<file path="src/rtl/dsp_post_pkg.sv">
// dsp_post_pkg: shared constants for the DSP post-adder / P register slice.
// Holds opmode field positions, X/Z select encodings and datapath widths.
package dsp_post_pkg;

    // Datapath widths
    localparam int P_W      = 48;   // result / C / DAB width
    localparam int M_W      = 36;   // multiplier product width
    localparam int SUM_W    = 49;   // result plus carry/borrow bit
    localparam int OPMODE_W = 8;

    // Opmode field positions
    localparam int OPM_X_LSB   = 0;  // [1:0] X select
    localparam int OPM_Z_LSB   = 2;  // [3:2] Z select
    localparam int OPM_CIN_BIT = 5;  // carry-in source when CARRYINSEL="OPMODE5"
    localparam int OPM_SUB_BIT = 7;  // 1 = Z - (X + cin)

    // X multiplexer encodings
    typedef enum logic [1:0] {
        X_ZERO = 2'd0,
        X_M    = 2'd1,
        X_P    = 2'd2,
        X_DAB  = 2'd3
    } x_sel_e;

    // Z multiplexer encodings
    typedef enum logic [1:0] {
        Z_ZERO = 2'd0,
        Z_PCIN = 2'd1,
        Z_P    = 2'd2,
        Z_C    = 2'd3
    } z_sel_e;

    // Extract the X select field from an opmode word
    function automatic x_sel_e get_x_sel(input logic [OPMODE_W-1:0] opm);
        return x_sel_e'(opm[OPM_X_LSB +: 2]);
    endfunction

    // Extract the Z select field from an opmode word
    function automatic z_sel_e get_z_sel(input logic [OPMODE_W-1:0] opm);
        return z_sel_e'(opm[OPM_Z_LSB +: 2]);
    endfunction

endpackage

</file>
<file path="src/rtl/dsp_pipe_reg.sv">
// dsp_pipe_reg: optional pipeline register with clock enable and
// asynchronous active-high reset. USE_REG=0 passes d straight through
// to q; the storage element is still present but its output is ignored.
module dsp_pipe_reg #(
    parameter int WIDTH   = 1,
    parameter bit USE_REG = 1'b1
) (
    input  logic             clk,
    input  logic             rst,
    input  logic             ce,
    input  logic [WIDTH-1:0] d,
    output logic [WIDTH-1:0] q
);

    logic [WIDTH-1:0] data_r;

    // Storage: reset clears regardless of ce, otherwise load on ce
    always_ff @(posedge clk or posedge rst) begin
        if (rst) begin
            data_r <= '0;
        end else if (ce) begin
            data_r <= d;
        end
    end

    // Output selection between registered and bypassed data
    assign q = USE_REG ? data_r : d;

endmodule

</file>
<file path="src/rtl/post_adder_preg.sv">
// post_adder_preg: DSP post-adder with X/Z operand multiplexers,
// add/subtract with carry-in, and the P/CARRYOUT output register.
// Optional build macro: POST_ADD_PCIN_EN adds a 48-bit pcin cascade
// input selected by Z select 1; without it Z select 1 yields zero.
module post_adder_preg
    import dsp_post_pkg::*;
#(
    parameter int    PREG       = 1,
    parameter int    OPMODEREG  = 1,
    parameter int    CARRYINREG = 1,
    parameter string CARRYINSEL = "OPMODE5"
) (
    input  logic                clk,
    input  logic                rst,
    input  logic                cep,
    input  logic                ceopmode,
    input  logic                cecarryin,
    input  logic [OPMODE_W-1:0] opmode,
    input  logic [M_W-1:0]      m,
    input  logic [P_W-1:0]      dab,
    input  logic [P_W-1:0]      c,
`ifdef POST_ADD_PCIN_EN
    input  logic [P_W-1:0]      pcin,
`endif
    input  logic                carryin,
    output logic [P_W-1:0]      p,
    output logic [P_W-1:0]      pcout,
    output logic                carryout,
    output logic                carryoutf
);

    localparam bit USE_OPM_REG = (OPMODEREG != 0);
    localparam bit USE_CIN_REG = (CARRYINREG != 0);
    localparam bit CIN_FROM_PORT = (CARRYINSEL == "CARRYIN");

    logic [OPMODE_W-1:0] opm_q;
    logic                cin_d;
    logic                cin_q;
    logic [SUM_W-1:0]    sum_full;
    logic [SUM_W-1:0]    p_full_q;
    logic [P_W-1:0]      p_fb;
    logic                cout_fb;
    logic [SUM_W-1:0]    x_ext;
    logic [SUM_W-1:0]    z_ext;
    logic [SUM_W-1:0]    cin_ext;
    x_sel_e              x_sel;
    z_sel_e              z_sel;
    logic                sub;

    // Carry-in source: raw opmode bit or external port. Taking the raw
    // opmode bit keeps the carry-in register aligned with the opmode register.
    assign cin_d = CIN_FROM_PORT ? carryin : opmode[OPM_CIN_BIT];

    dsp_pipe_reg #(
        .WIDTH   (OPMODE_W),
        .USE_REG (USE_OPM_REG)
    ) u_opmode_reg (
        .clk (clk),
        .rst (rst),
        .ce  (ceopmode),
        .d   (opmode),
        .q   (opm_q)
    );

    dsp_pipe_reg #(
        .WIDTH   (1),
        .USE_REG (USE_CIN_REG)
    ) u_carryin_reg (
        .clk (clk),
        .rst (rst),
        .ce  (cecarryin),
        .d   (cin_d),
        .q   (cin_q)
    );

    assign x_sel   = get_x_sel(opm_q);
    assign z_sel   = get_z_sel(opm_q);
    assign sub     = opm_q[OPM_SUB_BIT];
    assign cin_ext = {{(SUM_W-1){1'b0}}, cin_q};

    // X operand multiplexer; feedback always uses the stored P value
    always_comb begin
        x_ext = '0;
        case (x_sel)
            X_ZERO: x_ext = '0;
            X_M:    x_ext = {{(SUM_W-M_W){1'b0}}, m};
            X_P:    x_ext = {1'b0, p_fb};
            X_DAB:  x_ext = {1'b0, dab};
            default: x_ext = '0;
        endcase
    end

    // Z operand multiplexer; cascade input only exists in the pcin build
    always_comb begin
        z_ext = '0;
        case (z_sel)
            Z_ZERO: z_ext = '0;
`ifdef POST_ADD_PCIN_EN
            Z_PCIN: z_ext = {1'b0, pcin};
`else
            Z_PCIN: z_ext = '0;
`endif
            Z_P:    z_ext = {1'b0, p_fb};
            Z_C:    z_ext = {1'b0, c};
            default: z_ext = '0;
        endcase
    end

    // 49-bit add or subtract; bit 48 is the carry (add) or borrow (sub)
    always_comb begin
        sum_full = '0;
        if (sub) begin
            sum_full = z_ext - (x_ext + cin_ext);
        end else begin
            sum_full = z_ext + x_ext + cin_ext;
        end
    end

    // The P/carryout storage is always registered so that feedback never
    // forms a combinational loop; PREG only decides what drives the outputs.
    dsp_pipe_reg #(
        .WIDTH   (SUM_W),
        .USE_REG (1'b1)
    ) u_p_reg (
        .clk (clk),
        .rst (rst),
        .ce  (cep),
        .d   (sum_full),
        .q   (p_full_q)
    );

    assign p_fb    = p_full_q[P_W-1:0];
    assign cout_fb = p_full_q[SUM_W-1];

    // Output selection: registered result or same-cycle combinational result
    generate
        if (PREG != 0) begin : g_p_registered
            assign p        = p_fb;
            assign carryout = cout_fb;
        end else begin : g_p_bypassed
            assign p        = sum_full[P_W-1:0];
            assign carryout = sum_full[SUM_W-1];
        end
    endgenerate

    assign pcout     = p;
    assign carryoutf = carryout;

endmodule

</file>
<file path="config.mk">
export PLATFORM = sky130hd
export DESIGN_NAME = post_adder_preg
export DESIGN_NICKNAME = d
export VERILOG_FILES = /design/src/rtl/dsp_post_pkg.sv /design/src/rtl/dsp_pipe_reg.sv /design/src/rtl/post_adder_preg.sv
export SDC_FILE = /design/constraint.sdc
export NUM_CORES = 1
export LEC_CHECK = 0
export ABC_AREA = 1
export BUFFER_PORTS_ARGS = -buffer_cell sky130_fd_sc_hd__buf_2
export CAP_MARGIN = 20
export CORE_UTILIZATION = 40
export DETAILED_ROUTE_END_ITERATION = 12
export PLACE_DENSITY = 0.58
export SYNTH_ARGS = -nofsm -noshare
export SYNTH_HDL_FRONTEND = slang
export SYNTH_SLANG_ARGS = --single-unit
export TNS_END_PERCENT = 5
</file>
<file path="constraint.sdc">
create_clock -name clk -period 7 [get_ports clk]
set_clock_uncertainty 0.1 [all_clocks]
set_input_delay 1.75 -clock clk [delete_from_list [all_inputs] [get_ports clk]]
set_output_delay 1.75 -clock clk [all_outputs]
set_load 0.02 [all_outputs]
</file>
* Word level (Yosys, flattened, before mapping) *
Index checks and enable logic that the tools add are counted.

cells by class
  reductions and logical operators = 3
  mux-type cells = 3
  equality and inequality tests = 6
  add/subtract/negate cells = 4

operators with widths
  cell                                                                   count
  49-bit case mux with 4 select lines                                    1
  49-bit case mux with 3 select lines                                    1
  49-bit by 1-bit adder with 49-bit output                               2
  49-bit adder                                                           1
  49-bit two-way mux                                                     1
  49-bit subtractor                                                      1
  2-bit equality test, second input constant                             4
  2-bit by 1-bit equality test with 1-bit output, second input constant  2
  2-bit zero test                                                        2
  2-bit OR reduction                                                     1

word-level totals
  register bits = 58
  input port bits = 146
  word-level logic and storage cells = 19
  output and inout bits = 98

* Depth between registers and ports, before layout *
  depth in word-level cells = 6
  gate-level depth with buffers = 24
  gate-level depth less buffers = 22

* Hierarchy *
A second synthesis with hierarchy kept.

second synthesis, totals
  cells, all modules = 2609
  area, all modules = 13867.0 sq um

by module, submodules not included
  module                        instances  area an instance (sq um)  seq. area each (sq um)  cells an instance
  post_adder_preg               1          11652.4                   0.0                     2359
  dsp_pipe_reg (u_p_reg)        1          1861.8                    1226.2                  209
  dsp_pipe_reg (u_opmode_reg)   1          309.0                     200.2                   35
  dsp_pipe_reg (u_carryin_reg)  1          43.8                      25.0                    6

* Least setup slack after synthesis *
No wires, ideal clock.

  path kind = in2reg
  start point = input c[13]
  end point = register u_p_reg.data_r[45], in the netlist u_p_reg.q[45]
  path buffers = 0
  arrival = 3.690 ns
  stages = 19
  setup time = 0.117 ns
  setup slack = 3.094 ns
  cell sequence = inv_1 > o22ai_1 > inv_1 > ha_1 > inv_1 > ha_1 > nand2_1 > inv_1 > nand2_2 > nor2_2 > nand2_1 > nor3_2 > nand2_1 > nand3_1 > nand2_1 > nand3_1 > nand2_1 > nand2_1 > nand2_1

on the way
  word-level cells in the longest chain between the ends = 4
  elaborated cells on any way between the ends = 5
  those cells by class = add/sub (3); mux (2)

ends and longest elaborated chain
  what                                      line                    RTL
  from (decl)                               post_adder_preg.sv:21   input logic [P_W-1:0] c,
  49-bit case mux with 3 select lines *     post_adder_preg.sv:96   case (z_sel)
  49-bit adder                              post_adder_preg.sv:115  sum_full = z_ext + x_ext + cin_ext;
  49-bit by 1-bit adder with 49-bit output  post_adder_preg.sv:115
  49-bit two-way mux *                      post_adder_preg.sv:112  if (sub) begin
  to (signal assigned)                      dsp_pipe_reg.sv:20      data_r <= '0;
  to (signal assigned)                      dsp_pipe_reg.sv:22      data_r <= d;
  to (decl)                                 dsp_pipe_reg.sv:15      logic [WIDTH-1:0] data_r;

Mark *: on every way between the ends. The rest lies on a longest branch, timed or not. The select of a mux whose other input is x is not followed.
A chain may end at the register's enable or synchronous reset.

* Worst setup path after layout *
  start point = input dab[18]
  end point = register u_p_reg.data_r[35], in the netlist u_p_reg.q[35]

on the way
  word-level cells in the longest chain between the ends = 4
  elaborated cells on any way between the ends = 6
  those cells by class = add/sub (4); mux (2)

ends and longest elaborated chain
  what                                                                                  line                                            RTL
  from (decl)                                                                           post_adder_preg.sv:20                           input logic [P_W-1:0] dab,
  49-bit case mux with 4 select lines *                                                 post_adder_preg.sv:84                           case (x_sel)
  49-bit adder / 49-bit by 1-bit adder with 49-bit output (equally long branches)       post_adder_preg.sv:115, post_adder_preg.sv:113
  49-bit by 1-bit adder with 49-bit output / 49-bit subtractor (equally long branches)  post_adder_preg.sv:115, post_adder_preg.sv:113
  49-bit two-way mux *                                                                  post_adder_preg.sv:112

Marks and branches as above.

==> impl_metrics.py <==
metrics = {
    "clock_tree": {
        "cts.clk_slew.worst_paths_ns": 0.07,
        "number_of_post_cts_setup_repair_buffers": 0,
        "clock_tree.htree_level_count": 2,
        "tritoncts_num_sinks": 55,
        "postCtsResizedCells": 0,
        "cts_hold_repair.buffers": 0,
        "insertion_delay_ns": 0.35,
        "cts-buffers-inserted": 5,
        "tritoncts": "built",
        "clk_root_buffer_cell": "clkbuf_16",
        "clock_tree.buffer_depth": 2,
    },
    "placed_design": {
        "place_area_um2": 14800,
        "final_weighted_congestion_of_routability_driven_global_placement": 0.960,
        "io_buffer_count": 240,
        "placed_wire_length_estimate_after_detailed_placement_mm": 48.7,
    },
    "route": {
        "antenna_violating_nets_post_route": 0,
        "drt_pass_1_iters": 5,
        "vias": 16249,
        "drcViolationCount": 0,
        "avgViaCountPerCell": 5.15,
        "wire_per_inst_um": 18.2,
        "total_wirelength_mm": 57.4,
        "drtIter0Drc": 1369,
    },
    "grt": {
        "first_global_vias": 14750,
        "gr-total-overflow": 0,
        "maximum_number_of_pins_on_one_net_before_global_route_repair": 71,
        "grt_pass1_wl_mm": 85.1,
        "grt_usage": 0.334,
        "number_of_antenna_violations_at_the_first_check_in_global_routing": 1,
    },
    "cells_and_area": {
        "commonest_non_fill_non_tap_cell_in_the_layout": "nand2_1",
        "synthToLayoutAreaGrowth_pct": 10.8,
        "final_net_count": 3001,
        "antenna_cells": 0,
        "postLayoutCellArea_um2": 15000,
        "drive_gt1_frac": 0.137,
        "layout.filler_cells": 3834,
        "mostFrequentLayoutCells": "nand2_1 (890), inv_1 (571), buf_2 (240)",
    },
    "logic_synthesis": {
        "synth_area_um2": 13500,
        "synth-edff-count": 0,
        "synth_area_per_cell_um2": 5.30,
        "synth.yosys.warnings": 0,
        "synthCells": 2550,
        "postSynth.topFlopCell": "dfrtp_1",
        "synthesis.nets": 2839,
        "seq_area_frac_synth": 0.102,
        "post_synth_num_cell_types": 45,
        "postSynth.asyncResetShare": 1.00,
        "ys_seq_elements": 55,
    },
    "min_path": {
        "worst_hold_check_path_type": "flop to flop",
        "whs_path_depth": 2,
        "hold_path.startpoint": "u_p_reg.q[36]",
        "hold-path-endpoint": "u_p_reg.q[36]",
    },
    "worst_setup_path": {
        "worst-r2r-setup-slack_ns": 2.81,
        "cpPeakStageDelay_ns": 0.46,
        "cp_data_arrival_time_ns": 4.82,
        "timing.reg2reg.worst_path_depth": 17,
        "reg2reg_to": "u_p_reg.q[35]",
        "critPathBufInv": 2,
        "cp-end-kind": "flop",
        "timing.critical_path.required_ns": 7.18,
        "cpMaxStageDelayCell": "ha_1",
        "start_kind": "primary input",
        "criticalPathCategory": "primary input to flop",
        "worst_r2r_startpoint": "u_opmode_reg.q[3]",
        "crit_chain": "buf_2, nand2_1, o211ai_1, ha_1, ha_1, nand2_1, inv_1, nand2_1, nor3_2, nand3_1, nand3b_1, nand2_1, nand3b_1, nand3_1, nand2_1, nand2_1, nand2_1",
        "crit_path_frequent_cell": "nand2_1",
        "worst_path_dominant_cell_family": "simple AND/OR/NAND/NOR gates",
        "cp_max_fo": 6,
    },
    "die": {
        "io_pins": 244,
        "die_area_um2": 34500,
        "chipWidth_um": 186,
        "effective_utilization_at_floorplan": 0.411,
        "core_area_um2": 32900,
        "die_height_um": 186,
        "fp-row-count": 66,
    },
    "timing": {
        "worst_hold_slack_ns": 0.422,
        "timing.max_slew.rel_slack": 0.355,
        "count_of_pins_over_their_slew_limit": 0,
        "setup_viol": 0,
        "final_hold_viol_count": 0,
        "period_share": 0.662,
        "timing_worst_slew_pin_value_ns": 0.967,
        "finalSetupTns_ns": 0,
        "achievable-frequency_mhz": 216,
        "period_minus_slack_ns": 4.64,
        "rsz_0062_raised_after_global_routing": "false",
    },
    "power": {
        "vdd_drop_max_mv": 0.221,
        "power.total_mw": 5.91,
        "clock_power_share": 0.061,
        "seq_power_share": 0.100,
        "swShare": 0.639,
        "netSwitchingPower_mw": 3.78,
        "pd_cells_nw_per_um2": 395,
        "power.static_leakage_nw": 9.11,
        "comb_power_share": 0.839,
        "power.internal_mw": 2.14,
    },
    "run": {
        "cap_viol_max_count": 0,
    },
    "run_status": {
        "outcome": "complete, no violations",
    },
}
-- metal layers --
| metal | GRT usage | part of all wire | vias to the layer above |
|---|---|---|---|
| met5 | 0 | 0.00023 | - |
| met4 | 0.0738 | 0.016 | 2 |
| met3 | 0.0364 | 0.072 | 44 |
| met2 | 0.517 | 0.42 | 601 |
| met1 | 0.491 | 0.49 | 7529 |
| li1 | - | - | 8073 |
-- worst max-delay path by stage --
stage | from | end | slack, ns | depth (start not counted)
final | dab[18] | u_p_reg.q[35] | 2.36 | 17
after global routing | c[26] | u_p_reg.q[33] | 2.19 | 19
after CTS | dab[18] | u_p_reg.q[35] | 2.47 | 17
after detailed placement | dab[18] | u_p_reg.q[35] | 2.11 | 17
after global placement | c[13] | u_p_reg.q[35] | 2.13 | 21
after floorplan | c[13] | u_p_reg.q[45] | 3.09 | 19
-- flip-flops by register name (all words and copies together) (netlist names) --
signal and count:
u_p_reg.q 49, u_carryin_reg.q 1, u_opmode_reg.q 5
-- worst register-to-register path: stages (launching register included) --
cell,delay [ns]
dfrtp_1,0.48
nand2_2,0.09
buf_4,0.46
o22ai_1,0.28
ha_1,0.45
ha_1,0.45
nand2_1,0.12
inv_1,0.09
nand2_1,0.08
nor3_2,0.22
nand3_1,0.12
nand3b_1,0.32
nand2_1,0.13
nand3b_1,0.11
nand3_1,0.19
nand2_1,0.27
nand2_1,0.08
nand2_1,0.08
-- cells by family (layout without fill, tap and decap cells) --
| kind of cell | Yosys count | in the layout | share of synthesized area |
|---|---|---|---|
| simple gates | 1352 | 1352 | 0.422 |
| xor+xnor | 11 | 11 | 0.00713 |
| flops | 55 | 55 | 0.102 |
| compound gates | 287 | 287 | 0.124 |
| fa+ha+maj | 143 | 143 | 0.135 |
| mux | 1 | 1 | 0.000834 |
| buf+inv | 701 | 864 | 0.210 |
-- cell usage after synthesis (3+ instances only) --
| cell type | number | area (um2) |
|---|---|---|
| clkbuf_1 | 34 | 128 |
| clkinv_1 | 4 | 15.0 |
| o211ai_1 | 37 | 278 |
| nand4_1 | 34 | 213 |
| a31oi_1 | 7 | 43.8 |
| nand2_1 | 892 | 3350 |
| nor2_1 | 168 | 631 |
| a21o_1 | 3 | 22.5 |
| o21a_1 | 6 | 45.0 |
| nor2_2 | 25 | 156 |
| and2_1 | 5 | 31.3 |
| buf_2 | 6 | 30.0 |
| nand2_2 | 28 | 175 |
| o21bai_1 | 8 | 60.1 |
| nand3b_1 | 13 | 97.6 |
| ha_1 | 139 | 1740 |
| nor3_1 | 11 | 55.1 |
| o22ai_1 | 47 | 294 |
| o21ai_0 | 72 | 360 |
| dfrtp_1 | 55 | 1380 |
| o21ai_1 | 9 | 45.0 |
| buf_4 | 50 | 375 |
| nor3_2 | 9 | 90.1 |
| fa_1 | 4 | 80.1 |
| inv_1 | 572 | 2150 |
| nor2_4 | 3 | 33.8 |
| xor2_1 | 11 | 96.3 |
| nand3_1 | 153 | 766 |
| buf_1 | 3 | 11.3 |
| a21oi_2 | 5 | 43.8 |
| inv_2 | 31 | 116 |
| nand3_2 | 3 | 30.0 |
| a21oi_1 | 89 | 445 |
-- power by group through the flow --
stage / sequential (mW) / clock [mW] / combinational [mW]
CTS: 0.594 / 0.367 / 4.87
global placement: 0.590 / 0 / 4.82
finish: 0.594 / 0.358 / 4.96
global route: 0.617 / 0.376 / 5.52
floorplan: 0.731 / 0 / 3.31
detailed placement: 0.600 / 0 / 4.85
-- layout make-up --
type / count / area, um2 / area share
Clock inverter: 2 / 60.1 / 0.00401
Inverter: 607 / 2280 / 0.152
Clock buffer: 6 / 129 / 0.00861
Multi-Input combinational cell: 1794 / 9310 / 0.622
Sequential cell: 55 / 1380 / 0.0920
Tap cell: 442 / 553 / 0.0369
Timing Repair Buffer: 249 / 1270 / 0.0847
-- through the flow --
stage	util	std cells	setup slack (ns)
finish	0.456	3155	2.36
global route	0.456	3155	2.19
CTS	0.456	3155	2.47
detailed placement	0.450	3147	2.11
global placement	0.450	3147	2.13
floorplan	-	2550	3.09
Power figures use the tool's default switching activity.
